**config.mk**
```make
export PLATFORM = sky130hd
export DESIGN_NAME = seq_divider16
export DESIGN_NICKNAME = d
export VERILOG_FILES = /design/src/rtl/div_pkg.sv /design/src/rtl/Adder16Bit.sv /design/src/rtl/div_step16.sv /design/src/rtl/seq_divider16.sv
export SDC_FILE = /design/constraint.sdc
export NUM_CORES = 1
export LEC_CHECK = 0
export ABC_CLOCK_PERIOD_IN_PS = 9900
export CAP_MARGIN = 25
export CORE_MARGIN = 4
export CORE_UTILIZATION = 50
export DETAILED_ROUTE_END_ITERATION = 10
export PLACE_DENSITY = 0.77
export SYNTH_ARGS = -nofsm -noshare
export SYNTH_HDL_FRONTEND = slang
export SYNTH_SLANG_ARGS = --single-unit
```
**constraint.sdc**
```tcl
create_clock -name clk_i -period 9.9 [get_ports clk_i]
set_input_delay 0.99 -clock clk_i [delete_from_list [all_inputs] [get_ports clk_i]]
set_output_delay 0.99 -clock clk_i [all_outputs]
set_load 0.005 [all_outputs]
```
**src/rtl/div_pkg.sv**
```systemverilog
// Shared constants and FSM encoding for the iterative 16-bit divider.
// The SIGNED_DIV_EN build uses the NEG state; the unsigned build never reaches it.
package div_pkg;

   localparam int DIV_W     = 16;
   localparam int DIV_CNT_W = 5;

   localparam logic [DIV_W-1:0] DIV_ZERO_QUOT = '1;

   typedef enum logic [1:0] {
      IDLE = 2'd0,
      RUN  = 2'd1,
      NEG  = 2'd2,
      DONE = 2'd3
   } div_state_e;

endpackage

```
**src/rtl/Adder16Bit.sv**
```systemverilog
// 16-bit ripple-carry adder; subtraction is done by the caller inverting b_i and setting cin_i.
module Adder16Bit
   import div_pkg::*;
(
   input  logic [DIV_W-1:0] a_i,
   input  logic [DIV_W-1:0] b_i,
   input  logic             cin_i,
   output logic [DIV_W-1:0] sum_o,
   output logic             cout_o
);

   logic carry;

   always_comb begin
      carry = cin_i;
      sum_o = '0;
      for (int i = 0; i < DIV_W; i++) begin
         sum_o[i] = a_i[i] ^ b_i[i] ^ carry;
         carry    = (a_i[i] & b_i[i]) | (carry & (a_i[i] ^ b_i[i]));
      end
      cout_o = carry;
   end

endmodule

```
**src/rtl/div_step16.sv**
```systemverilog
// One restoring-division step: shift the next dividend bit into R and try subtracting D.
module div_step16
   import div_pkg::*;
(
   input  logic [DIV_W-1:0] r_i,
   input  logic             q_msb_i,
   input  logic [DIV_W-1:0] d_i,
   output logic [DIV_W-1:0] r_o,
   output logic             q_bit_o
);

   logic [DIV_W:0]   r_sh;
   logic [DIV_W-1:0] trial;
   logic             carry;

   // R stays below D between steps, so only the shifted value needs the extra bit.
   assign r_sh = {r_i, q_msb_i};

   Adder16Bit u_sub (
      .a_i   (r_sh[DIV_W-1:0]),
      .b_i   (~d_i),
      .cin_i (1'b1),
      .sum_o (trial),
      .cout_o(carry)
   );

   // A set top bit means R' already exceeds any 16-bit D, even though the 16-bit adder borrowed.
   assign q_bit_o = carry | r_sh[DIV_W];
   assign r_o     = q_bit_o ? trial : r_sh[DIV_W-1:0];

endmodule

```
**src/rtl/seq_divider16.sv**
```systemverilog
// Iterative restoring divider, one quotient bit per clock, start/ready/done handshake.
// Define SIGNED_DIV_EN to add signed_i and the NEG sign-correction state.
module seq_divider16
   import div_pkg::*;
#(
   parameter int W     = DIV_W,
   parameter int CNT_W = DIV_CNT_W
) (
   input  logic         clk_i,
   input  logic         rst_ni,
   input  logic         start_i,
`ifdef SIGNED_DIV_EN
   input  logic         signed_i,
`endif
   input  logic [W-1:0] dividend_i,
   input  logic [W-1:0] divisor_i,
   output logic         ready_o,
   output logic         busy_o,
   output logic         done_o,
   output logic [W-1:0] quotient_o,
   output logic [W-1:0] remainder_o,
   output logic         div_zero_o
);

   div_state_e       state_q, state_d;
   logic [CNT_W-1:0] cnt_q, cnt_d;
   logic [W-1:0]     r_q, r_d, q_q, q_d, d_q, d_d;
   logic [W-1:0]     quot_q, quot_d, rem_q, rem_d;
   logic             dz_q, dz_d;
   logic [W-1:0]     r_step, q_shift, dvd_mag, dvs_mag;
   logic             q_bit;

   div_step16 u_step (
      .r_i    (r_q),
      .q_msb_i(q_q[W-1]),
      .d_i    (d_q),
      .r_o    (r_step),
      .q_bit_o(q_bit)
   );

   assign q_shift = {q_q[W-2:0], q_bit};

`ifdef SIGNED_DIV_EN
   logic         sgn_q, sgn_d, neg_q_q, neg_q_d, neg_r_q, neg_r_d;
   logic [W-1:0] neg_a_in, neg_b_in, neg_a, neg_b;
   logic         neg_a_cout_unused, neg_b_cout_unused;

   // The same negators take the operands at accept and the raw results in NEG.
   assign neg_a_in = (state_q == IDLE) ? dividend_i : q_q;
   assign neg_b_in = (state_q == IDLE) ? divisor_i  : r_q;

   Adder16Bit u_neg_a (
      .a_i('0), .b_i(~neg_a_in), .cin_i(1'b1), .sum_o(neg_a), .cout_o(neg_a_cout_unused)
   );
   Adder16Bit u_neg_b (
      .a_i('0), .b_i(~neg_b_in), .cin_i(1'b1), .sum_o(neg_b), .cout_o(neg_b_cout_unused)
   );

   assign dvd_mag = (signed_i && dividend_i[W-1]) ? neg_a : dividend_i;
   assign dvs_mag = (signed_i && divisor_i[W-1])  ? neg_b : divisor_i;
`else
   assign dvd_mag = dividend_i;
   assign dvs_mag = divisor_i;
`endif

   always_comb begin
      state_d = state_q;
      cnt_d   = cnt_q;
      r_d     = r_q;
      q_d     = q_q;
      d_d     = d_q;
      quot_d  = quot_q;
      rem_d   = rem_q;
      dz_d    = dz_q;
`ifdef SIGNED_DIV_EN
      sgn_d   = sgn_q;
      neg_q_d = neg_q_q;
      neg_r_d = neg_r_q;
`endif
      unique case (state_q)
         IDLE: begin
            if (start_i) begin
               if (divisor_i == '0) begin
                  quot_d  = DIV_ZERO_QUOT;
                  rem_d   = dividend_i;
                  dz_d    = 1'b1;
                  state_d = DONE;
               end else begin
                  q_d     = dvd_mag;
                  d_d     = dvs_mag;
                  r_d     = '0;
                  cnt_d   = '0;
                  state_d = RUN;
`ifdef SIGNED_DIV_EN
                  sgn_d   = signed_i;
                  neg_q_d = signed_i & (dividend_i[W-1] ^ divisor_i[W-1]);
                  neg_r_d = signed_i & dividend_i[W-1];
`endif
               end
            end
         end
         RUN: begin
            r_d   = r_step;
            q_d   = q_shift;
            cnt_d = cnt_q + 1'b1;
            if (cnt_q == CNT_W'(W - 1)) begin
`ifdef SIGNED_DIV_EN
               if (sgn_q) state_d = NEG;
               else
`endif
               begin
                  state_d = DONE;
                  quot_d  = q_shift;
                  rem_d   = r_step;
                  dz_d    = 1'b0;
               end
            end
         end
`ifdef SIGNED_DIV_EN
         NEG: begin
            quot_d  = neg_q_q ? neg_a : q_q;
            rem_d   = neg_r_q ? neg_b : r_q;
            dz_d    = 1'b0;
            state_d = DONE;
         end
`endif
         default: state_d = IDLE;
      endcase
   end

   always_ff @(posedge clk_i) begin
      if (!rst_ni) begin
         state_q <= IDLE;
         cnt_q   <= '0;
         r_q     <= '0;
         q_q     <= '0;
         d_q     <= '0;
         quot_q  <= '0;
         rem_q   <= '0;
         dz_q    <= 1'b0;
`ifdef SIGNED_DIV_EN
         sgn_q   <= 1'b0;
         neg_q_q <= 1'b0;
         neg_r_q <= 1'b0;
`endif
      end else begin
         state_q <= state_d;
         cnt_q   <= cnt_d;
         r_q     <= r_d;
         q_q     <= q_d;
         d_q     <= d_d;
         quot_q  <= quot_d;
         rem_q   <= rem_d;
         dz_q    <= dz_d;
`ifdef SIGNED_DIV_EN
         sgn_q   <= sgn_d;
         neg_q_q <= neg_q_d;
         neg_r_q <= neg_r_d;
`endif
      end
   end

   assign ready_o     = (state_q == IDLE);
   assign busy_o      = (state_q == RUN) || (state_q == NEG);
   assign done_o      = (state_q == DONE);
   assign quotient_o  = quot_q;
   assign remainder_o = rem_q;
   assign div_zero_o  = dz_q;

endmodule

```
==> results.sh <==
export IMPL_status="completed"
export IMPL_pwr_share_comb_pct=44.9
export IMPL_power_switching_uw=527
export IMPL_dr_pass1_iters=5
export IMPL_synth_cell_types=49
export IMPL_antenna_cells=0
export IMPL_grt_pass1_wl_um=19000
export IMPL_cp_max_fo=18
export IMPL_maxCapViolations=0
export IMPL_fin_crit_ns=7.55
export IMPL_hold_violations=0
export IMPL_syn_area_per_cell_um2=9.62
export IMPL_grt_pass1_vias=3747
export IMPL_start_kind="flip-flop"
export IMPL_synth_edf_count=0
export IMPL_drtAntennaViolNets=0
export IMPL_cts_sinks=88
export IMPL_fmax_ghz=0.132
export IMPL_cts_buffers=9
export IMPL_rsz0062_at_grt="no"
export IMPL_worst_endpoint_arrival_ns=7.78
export IMPL_row_count=34
export IMPL_grt_antenna_before_repair=0
export IMPL_required_ns=10.13
export IMPL_setup_tns_ns=0
export IMPL_vias=3718
export IMPL_ir_worst_vdd_v=0.000141
export IMPL_io_buffers=70
export IMPL_ys_warn_count=0
export IMPL_ios=71
export IMPL_grt_start_max_net_pins=99
export IMPL_die_w_um=104
export IMPL_synth_seq_cells=88
export IMPL_crit_type="flip-flop to flip-flop"
export IMPL_cts_max_level=3
export IMPL_syn_inst=477
export IMPL_wl_um=11300
export IMPL_die_area_mm2=0.0108
export IMPL_root_buffer="clkbuf_8"
export IMPL_vias_per_cell=5.91
export IMPL_place_congestion=0.855
export IMPL_grtUsageTotal_pct=21.3
export IMPL_cts_tree="done"
export IMPL_chipHeight_um=104
export IMPL_area_growth_pct=19.1
export IMPL_synthFlopType="dfxtp_1"
export IMPL_layout_nets=572
export IMPL_start_util_pct=52.1
export IMPL_post_cts_buffers=0
export IMPL_clk_pin_slew_ns=0.09
export IMPL_yosysSeqAreaShare_pct=38.4
export IMPL_drc=0
export IMPL_endpoint_kind="flip-flop"
export IMPL_seq_power_share_pct=33.5
export IMPL_power_leakage_uw=0.00200
export IMPL_finClkSkew_ns=0.0126
export IMPL_syn_area_mm2=0.00459
export IMPL_fillers=729
export IMPL_p_int_uw=791
export IMPL_holdBufCountCts=0
export IMPL_core_mm2=0.00881
export IMPL_min_path_type="flip-flop to flip-flop"
export IMPL_drt_initial_drc_count=289
export IMPL_clkPwrFrac_pct=21.6
export IMPL_cts_resized=0
export IMPL_clockBufferDepth=2
export IMPL_slew_violations=0
export IMPL_worst_pin_slew_ns=0.904
export IMPL_synth_nets=533
export IMPL_fin_crit_sh_pct=76.3
export IMPL_relSlewSlack_pct=39.7
export IMPL_place_detailed_hpwl_um=7770
export IMPL_async_reset_ff_share_pct=0
export IMPL_regArea_mm2=0.00176
export IMPL_overflow=0
export IMPL_wire_per_inst_um=18.0
export IMPL_power_density_mw_per_mm2=241
export IMPL_multi_input_comb_area_mm2=0.00249
export IMPL_clk_latency_ns=0.37
export IMPL_layout_drive_gt1_share_pct=11.3
export IMPL_switching_share_pct=40.0
export IMPL_setup_violations_final=0
export IMPL_total_power_uw=1320
-- critical path, cell delays in order (launching register included) --
cell      delay (ns)
dfxtp_1         0.33
inv_1           0.06
ha_1            0.14
inv_1           0.05
fa_1            0.37
fa_1            0.41
fa_1            0.40
fa_1            0.39
fa_1            0.38
fa_1            0.39
fa_1            0.39
fa_1            0.39
fa_1            0.40
fa_1            0.40
fa_1            0.39
fa_1            0.36
inv_1           0.08
fa_1            0.18
inv_1           0.05
fa_1            0.35
inv_1           0.08
fa_1            0.24
nand2b_1        0.42
mux2_2          0.45
mux2i_1         0.20
a211oi_1        0.11
-- layer usage --
metal	GRT usage (%)	up-vias	share of wire (%)
li1	-	1815	-
met2	34.9	103	49
met3	5.10	10	5.2
met4	5.03	0	0.85
met1	28.5	1790	45
met5	0	-	0
-- path summary, 6_finish.rpt --
| path | start | endpoint | slack [ns] | cells after the start |
|---|---|---|---|---|
| hold / removal | quotient_o[1]$_SDFFE_PN0P_ | quotient_o[1]$_SDFFE_PN0P_ | 0.46 | 2 |
| setup / recovery | q_q[15]$_SDFFE_PN0P_ | remainder_o[4]$_SDFFE_PN0P_ | 2.35 | 25 |
| hold reg to reg | quotient_o[1]$_SDFFE_PN0P_ | quotient_o[1]$_SDFFE_PN0P_ | 0.46 | 2 |
| setup reg to reg | q_q[15]$_SDFFE_PN0P_ | remainder_o[4]$_SDFFE_PN0P_ | 2.35 | 25 |
-- flip-flops by register name (all words and copies together) (netlist names) --
name         cells
remainder_o     16
cnt_q            5
d_q             16
r_q             16
quotient_o      16
div_zero_o       1
q_q             16
state_q          2
-- cell usage in the layout (no fill, tap or decap), types with 2 or more instances in the layout --
cell type	netlist	layout
fa_1	15	15
nor2b_1	4	4
nor3_1	15	15
mux2i_1	48	48
o31ai_2	2	2
a211oi_1	31	31
nor4_1	4	4
o211ai_1	3	3
a32o_1	2	2
or3_1	2	2
o22ai_1	2	2
a21oi_1	3	3
nand2_1	43	43
inv_1	28	28
mux2_2	13	13
nand3_1	20	20
o2111ai_1	13	13
o31ai_1	13	13
nor2_1	3	3
o221a_2	2	2
inv_6	0	3
a211oi_2	13	13
o21ai_0	22	22
ha_1	6	5
clkdlybuf4s50_1	0	69
buf_4	2	7
o41ai_1	2	2
o21ai_1	13	13
clkbuf_8	0	9
bufinv_16	0	2
nor3b_1	3	3
dfxtp_1	88	88
-- power groups by stage --
stage	Clock, µW	Combinational (µW)	Sequential [µW]
2_1_floorplan	0	467	438
3_3_place_gp	0	568	446
3_5_place_dp	0	585	448
4_1_cts	289	589	440
5_1_grt	301	656	447
6_report	285	592	441
-- layout make-up --
class	instances	share of cell area (%)
Multi-Input combinational cell	312	45.5
Sequential cell	88	32.2
Timing Repair Buffer	77	13.7
Tap cell	108	2.47
Clock buffer	9	2.27
Inverter	28	1.92
Clock inverter	7	1.88
-- cell families after synthesis --
group / after synthesis / share of synthesized area (%)
compound gates: 128 / 21.3
fa+ha+maj: 21 / 8.18
buf+inv: 77 / 7.82
flops: 88 / 38.4
mux: 61 / 13.7
simple gates: 102 / 10.7
-- stage by stage --
step           cells  area, µm²  setup WS, ns  hold slack (ns)  utilization [%]
5_1_grt          629       5470          2.01            0.501             62.1
4_1_cts          629       5470          2.38            0.463             62.1
6_report         629       5470          2.35            0.462             62.1
2_1_floorplan    477       4590          3.03            0.440                -
3_5_place_dp     613       5240          2.43            0.450             59.5
3_3_place_gp     613       5240          2.60            0.444             59.5
-- cells in the mapped netlist, types with 2 or more instances --
master     number  share of area [%]
nor3_1         15                1.6
a32o_1          2               0.44
a21oi_1         3               0.33
o221a_2         2               0.49
a211oi_1       31                5.1
nor4_1          4               0.55
o31ai_1        13                2.1
buf_4           2               0.33
o22ai_1         2               0.27
buf_2          12                1.3
ha_1            6                1.6
a211oi_2       13                3.5
clkbuf_1       24                2.0
o31ai_2         2               0.55
fa_1           15                6.5
o2111ai_1      13                2.5
nor2_1          3               0.25
inv_1          28                2.3
buf_6           4               0.98
nand3_1        20                2.2
nand2_1        43                3.5
mux2i_1        48                 10
nor3b_1         3               0.49
nor2b_1         4               0.55
dfxtp_1        88                 38
o41ai_1         2               0.38
o21ai_1        13                1.4
buf_1           5               0.41
o211ai_1        3               0.49
or3_1           2               0.27
mux2_2         13                3.2
o21ai_0        22                2.4
(Power assumes the default switching activity.)
